[config.mk]
export PLATFORM = sky130hd
export DESIGN_NAME = control_sequencer
export DESIGN_NICKNAME = d
export VERILOG_FILES = /design/src/rtl/control_sequencer.sv
export SDC_FILE = /design/constraint.sdc
export NUM_CORES = 1
export LEC_CHECK = 0
export BUFFER_PORTS_ARGS = -buffer_cell sky130_fd_sc_hd__buf_2
export CORE_MARGIN = 4
export CORE_UTILIZATION = 55
export CTS_CLUSTER_SIZE = 28
export DETAILED_ROUTE_END_ITERATION = 10
export HOLD_SLACK_MARGIN = 0.03
export PLACE_DENSITY = 0.8
export REMOVE_ABC_BUFFERS = 1
export SYNTH_ARGS = -nofsm -noshare
export SYNTH_HDL_FRONTEND = slang
export SYNTH_SLANG_ARGS = --single-unit
export TNS_END_PERCENT = 30
[constraint.sdc]
create_clock -name clk -period 2.4 [get_ports clk]
set_input_delay 0.12 -clock clk [delete_from_list [all_inputs] [get_ports clk]]
set_output_delay 0.12 -clock clk [all_outputs]
set_load 0.03 [all_outputs]
[src/rtl/control_sequencer.sv]
// rtl/control_sequencer.sv - instruction fetch/decode/exec sequencer driving the two-register ALU datapath
module control_sequencer #(
    parameter int OPCODE_W = 7,
    parameter int DATA_W   = 8,
    parameter int PC_W     = 8
) (
    input  logic                       clk,
    input  logic                       rst,
    input  logic                       en,
    input  logic [OPCODE_W+DATA_W-1:0] im_data,
    input  logic                       alu_z,
    input  logic                       alu_n,
    input  logic                       alu_c,
    output logic [PC_W-1:0]            pc,
    output logic                       lRegA,
    output logic                       lRegB,
    output logic                       sMuxA,
    output logic [1:0]                 sMuxB,
    output logic [2:0]                 sAlu,
    output logic [DATA_W-1:0]          lit,
    output logic                       halt,
    output logic                       illegal
);

    localparam int IW = OPCODE_W + DATA_W;

    typedef enum logic [1:0] {
        S_FETCH  = 2'd0,
        S_DECODE = 2'd1,
        S_EXEC   = 2'd2,
        S_HALT   = 2'd3
    } state_t;

    state_t            state;
    logic [IW-1:0]     ir;
    logic              st_z, st_n, st_c;
    // Decoded control word {lRegA, lRegB, sMuxA, sMuxB[1:0], sAlu[2:0], illegal}
    logic [8:0]        cw_q;
    logic [8:0]        dec;
    logic [OPCODE_W-1:0] d_op;
    logic [OPCODE_W-1:0] x_op;
    logic              taken;
    logic              upd_status;
    logic              is_halt;
    logic              active;

    function automatic logic [8:0] cw(input logic la, input logic lb, input logic sa,
                                      input logic [1:0] sb, input logic [2:0] alu);
        return {la, lb, sa, sb, alu, 1'b0};
    endfunction

    // Decode the ROM word arriving in DECODE; muxA=1 selects zero so MOVs are 0+operand
    always_comb begin
        d_op = im_data[IW-1 -: OPCODE_W];
        dec  = '0;
        if (d_op != '1) begin
            case (int'(d_op))
                'h00: dec = cw(1'b1, 1'b0, 1'b1, 2'b00, 3'b000); // MOV A,B
                'h01: dec = cw(1'b0, 1'b1, 1'b1, 2'b10, 3'b000); // MOV B,A
                'h02: dec = cw(1'b1, 1'b0, 1'b1, 2'b01, 3'b000); // MOV A,Lit
                'h03: dec = cw(1'b0, 1'b1, 1'b1, 2'b01, 3'b000); // MOV B,Lit
                'h04: dec = cw(1'b1, 1'b0, 1'b0, 2'b00, 3'b000); // ADD A,B
                'h05: dec = cw(1'b0, 1'b1, 1'b0, 2'b00, 3'b000); // ADD B,A
                'h06: dec = cw(1'b1, 1'b0, 1'b0, 2'b01, 3'b000); // ADD A,Lit
                'h07: dec = cw(1'b1, 1'b0, 1'b0, 2'b00, 3'b001); // SUB A,B
                'h08: dec = cw(1'b0, 1'b1, 1'b0, 2'b00, 3'b001); // SUB B,A
                'h09: dec = cw(1'b1, 1'b0, 1'b0, 2'b01, 3'b001); // SUB A,Lit
                'h0A: dec = cw(1'b1, 1'b0, 1'b0, 2'b00, 3'b010); // AND A,B
                'h0B: dec = cw(1'b0, 1'b1, 1'b0, 2'b00, 3'b010); // AND B,A
                'h0C: dec = cw(1'b1, 1'b0, 1'b0, 2'b01, 3'b010); // AND A,Lit
                'h0D: dec = cw(1'b1, 1'b0, 1'b0, 2'b00, 3'b011); // OR A,B
                'h0E: dec = cw(1'b0, 1'b1, 1'b0, 2'b00, 3'b011); // OR B,A
                'h0F: dec = cw(1'b1, 1'b0, 1'b0, 2'b01, 3'b011); // OR A,Lit
                'h10: dec = cw(1'b1, 1'b0, 1'b0, 2'b00, 3'b100); // NOT A
                'h11: dec = cw(1'b0, 1'b1, 1'b0, 2'b00, 3'b100); // NOT B,A
                'h12: dec = cw(1'b1, 1'b0, 1'b0, 2'b00, 3'b101); // XOR A,B
                'h13: dec = cw(1'b0, 1'b1, 1'b0, 2'b00, 3'b101); // XOR B,A
                'h14: dec = cw(1'b1, 1'b0, 1'b0, 2'b01, 3'b101); // XOR A,Lit
                'h15: dec = cw(1'b1, 1'b0, 1'b0, 2'b00, 3'b110); // SHL A
                'h16: dec = cw(1'b0, 1'b1, 1'b0, 2'b00, 3'b110); // SHL B,A
                'h17: dec = cw(1'b1, 1'b0, 1'b0, 2'b00, 3'b111); // SHR A
                'h18: dec = cw(1'b0, 1'b1, 1'b0, 2'b00, 3'b111); // SHR B,A
                'h19: dec = cw(1'b0, 1'b0, 1'b0, 2'b00, 3'b001); // CMP A,B
                'h1A: dec = cw(1'b0, 1'b0, 1'b0, 2'b01, 3'b001); // CMP A,Lit
                'h1B, 'h1C, 'h1D, 'h1E, 'h1F,
                'h20, 'h21, 'h22, 'h23: dec = '0;                // jumps, NOP
                default: dec = 9'b0_0000_0001;                   // undefined opcode
            endcase
        end
    end

    // Branch condition and status-update qualification for the instruction in ir
    always_comb begin
        x_op       = ir[IW-1 -: OPCODE_W];
        is_halt    = (x_op == '1);
        upd_status = (x_op <= OPCODE_W'(26));
        taken      = 1'b0;
        case (int'(x_op))
            'h1B: taken = 1'b1;
            'h1C: taken = st_z;
            'h1D: taken = !st_z;
            'h1E: taken = !st_z && !st_n;
            'h1F: taken = !st_n;
            'h20: taken = st_n;
            'h21: taken = st_z || st_n;
            'h22: taken = st_c;
            default: taken = 1'b0;
        endcase
    end

    // Sequencer state, pc, ir, decoded word and status register
    always_ff @(posedge clk) begin
        if (rst) begin
            state <= S_FETCH;
            pc    <= '0;
            ir    <= '0;
            cw_q  <= '0;
            st_z  <= 1'b0;
            st_n  <= 1'b0;
            st_c  <= 1'b0;
        end else if (en) begin
            case (state)
                S_FETCH:  state <= S_DECODE;
                S_DECODE: begin
                    ir    <= im_data;
                    cw_q  <= dec;
                    state <= S_EXEC;
                end
                S_EXEC: begin
                    if (is_halt) begin
                        state <= S_HALT;
                    end else begin
                        pc    <= taken ? PC_W'(ir[DATA_W-1:0]) : pc + 1'b1;
                        state <= S_FETCH;
                        if (upd_status) begin
                            st_z <= alu_z;
                            st_n <= alu_n;
                            st_c <= alu_c;
                        end
                    end
                end
                default:  state <= S_HALT;
            endcase
        end
    end

    // Controls only reach the datapath in an enabled, non-reset EXEC cycle
    always_comb begin
        active  = !rst && en && (state == S_EXEC);
        lRegA   = active & cw_q[8];
        lRegB   = active & cw_q[7];
        sMuxA   = active & cw_q[6];
        sMuxB   = active ? cw_q[5:4] : 2'b00;
        sAlu    = active ? cw_q[3:1] : 3'b000;
        illegal = active & cw_q[0];
        lit     = active ? ir[DATA_W-1:0] : '0;
        halt    = !rst && (state == S_HALT);
    end

endmodule

==> flow_summary.json <==
{
  "outcome": "finished, final reports clean",
  "rsz0062_at_grt": "no",
  "die_h_um": 71.8,
  "syn_avg_cell_area_um2": 8.19,
  "irDropWorstVdd_uv": 207,
  "worst-r2r-cell-count": 5,
  "p_sw_share_pct": 28.2,
  "slowest_delay_ps": 890,
  "antenna_found_initial": 0,
  "hold_path_depth": 3,
  "die_area_um2": 5150,
  "clk_latency_ps": 280,
  "htree_levels": 2,
  "port_buffers": 46,
  "grt_overflow": 0,
  "hp-class": "in2reg",
  "synth_area_leaders": "dfxtp_1 33%, nand2_1 8.1%, a21oi_1 5.4%, and2_1 5.3%, ha_1 5.0%",
  "power_frac_clock_pct": 32.1,
  "dp_slack_ps": 328,
  "async_flop_share_pct": 0,
  "crit_cells": 5,
  "io_pins": 47,
  "wl_met2_um": 2470,
  "layout_setup_ws_ps": 264,
  "final-max-slew-violation-count": 0,
  "finalCriticalPeriod_ps": 2140,
  "finalSetupViolCount": 0,
  "p_seq_share_pct": 52.3,
  "numCtsBuffers": 5,
  "crit_fanout": 16,
  "worstMarginPinSlew_ps": 1080,
  "dieWidth_um": 71.8,
  "cts_num_sinks": 37,
  "cts_tree": "done",
  "cp-start-kind": "flip-flop",
  "fin_cells": 365,
  "postSynthCellCount": 273,
  "synthTopCellsByCount": "48 x nand2_1, 37 x dfxtp_1, 24 x a21oi_1",
  "seq_area_frac_synth_pct": 33.1,
  "cts_root_buf": "clkbuf_8",
  "cts_resized": 0,
  "slew-limit-headroom_pct": 27.9,
  "wire_per_inst_um": 14.2,
  "synth_top_flop_cell": "dfxtp_1",
  "drt-initial-drc-count": 169,
  "nets": 346,
  "vias": 2114,
  "power_frac_comb_pct": 15.6,
  "path_clk_slew_ps": 70,
  "synth_edf_count": 0,
  "fmax_mhz": 468,
  "cts_hold_buf": 0,
  "fin_skew_ps": 4.98,
  "wl_met3_um": 241,
  "worst_ep_required_time_ps": 2580,
  "path_cells": "nand2b_1, a32oi_1, o311ai_2, a211oi_1, o31a_1",
  "synth.largest_area_cell": "dfxtp_1",
  "worstPathArrival_ps": 2310,
  "period_share_pct": 89.0,
  "ys_warn_count": 0,
  "hold_violations": 0,
  "path_delay_family": "compound AO/OA/AOI/OAI gates",
  "num_rows": 22,
  "hold_slack_ps": 64.8,
  "grt_max_degree": 23,
  "wl_um": 5170,
  "grt_pass1_wl_um": 8350,
  "power_switching_uw": 362,
  "synth_top_area_share_pct": 33.1,
  "intPower_uw": 920,
  "p_per_area_nw_per_um2": 499,
  "cap_violations": 0,
  "clock_path_buffers": 2,
  "layout-drive-gt1-share_pct": 22.7,
  "crit_slowest_cell": "o311ai_2",
  "postCtsSetupRepairBufs": 0,
  "gp_congestion": 0.792,
  "criticalPathCategory": "reg2reg",
  "tns_ps": 0,
  "grt_pass1_vias": 1876,
  "drc_errors": 0,
  "ys_seq_elements": 37,
  "dp.cells": 357,
  "cp_num_buf_inv": 0,
  "synth_most_common_cell": "nand2_1",
  "p_leak_uw": 0.00107,
  "initial_core_util_pct": 58.9,
  "highest_layer": "met4",
  "yosysUniqueCellTypes": 55,
  "first_pass_iters": 4,
  "endpoint_kind": "flip-flop",
  "netlist_area_um2": 2240,
  "m1WireLength_um": 2360,
  "ant_nets": 0,
  "antenna_cells": 0,
  "viasPerCell": 5.79,
  "coreArea_um2": 3800,
  "area_growth_pct": 14.7,
  "track_usage_pct": 20.4,
  "dpl.hpwl_um": 3690
}
## layout by cell type (no fill, tap or decap), types with 2 or more instances in the layout
cell type	count
nand2_1	48
buf_2	46
dfxtp_1	37
a21oi_1	24
and2_1	19
nor2_1	13
inv_1	9
ha_1	9
o21ai_0	8
o211ai_1	7
or3_1	6
nand4_1	5
a211o_2	5
a31oi_1	5
nand3b_1	5
clkbuf_8	5
a32o_1	4
mux2i_1	4
buf_4	4
nand3_1	3
nand2b_1	3
nor2b_1	3
a211oi_1	3
a22o_1	3
and3_1	2
or2_1	2
nor3_1	2
o31ai_1	2
o22a_1	2
nor3b_1	2
o31a_1	2
clkinv_2	2
## stage by stage
| stage | total power (µW) | util (%) | cell area, µm² |
|---|---|---|---|
| 5_1_grt | 1340 | 67.6 | 2570 |
| 2_1_floorplan | 798 | - | 2160 |
| 3_3_place_gp | 877 | 65.4 | 2480 |
| 6_report | 1280 | 67.6 | 2570 |
| 3_5_place_dp | 883 | 65.4 | 2480 |
| 4_1_cts | 1290 | 67.6 | 2570 |
## registers in the layout, indices dropped and copies added, names as in the netlist
| register | cells |
|---|---|
| pc | 8 |
| cw_q | 9 |
| st_c | 1 |
| st_z | 1 |
| ir | 15 |
| state | 2 |
| st_n | 1 |
## cell families (layout without fill, tap and decap cells)
group           Yosys count  after routing  synth area share (%)
flops                    37             37                  33.1
buf+inv                  23             67                  4.81
mux                       5              5                  2.80
fa+ha+maj                 9              9                  5.03
compound gates           76             76                  23.8
simple gates            123            123                  30.5
## power groups by stage
stage / combinational (µW) / sequential, µW / clock, µW
2_1_floorplan: 102 / 697 / 0
3_3_place_gp: 196 / 682 / 0
3_5_place_dp: 200 / 683 / 0
4_1_cts: 200 / 669 / 423
5_1_grt: 220 / 674 / 448
6_report: 200 / 670 / 411
## area by class of cell
type | count | area (µm²)
inverter | 9 | 33.8
sequential | 37 | 741
tap | 48 | 60.1
timing repair buffer | 50 | 260
clock buffer | 6 | 72.6
clock inverter | 2 | 10.0
multi-input combinational | 213 | 1390
fill | 330 | 1230
## worst paths after layout
path                start  endpoint  slack [ps]
hold / removal      alu_n      st_n          60
setup / recovery    ir[9]     pc[6]         260
setup reg to reg    ir[9]     pc[6]         260
hold reg to reg   cw_q[0]   cw_q[0]         460
## worst register-to-register path, stage by stage, from the launching register on
cell and delay [ps]:
dfxtp_1 440, nand2b_1 170, a32oi_1 110, o311ai_2 890
a211oi_1 80, o31a_1 330
## metal layers
| metal | vias to the layer above | track usage (%) |
|---|---|---|
| met2 | 49 | 34.5 |
| met4 | 0 | 8.35 |
| met5 | - | 0 |
| met1 | 983 | 24.7 |
| met3 | 9 | 4.91 |
| li1 | 1073 | - |
(Power assumes the default switching activity.)
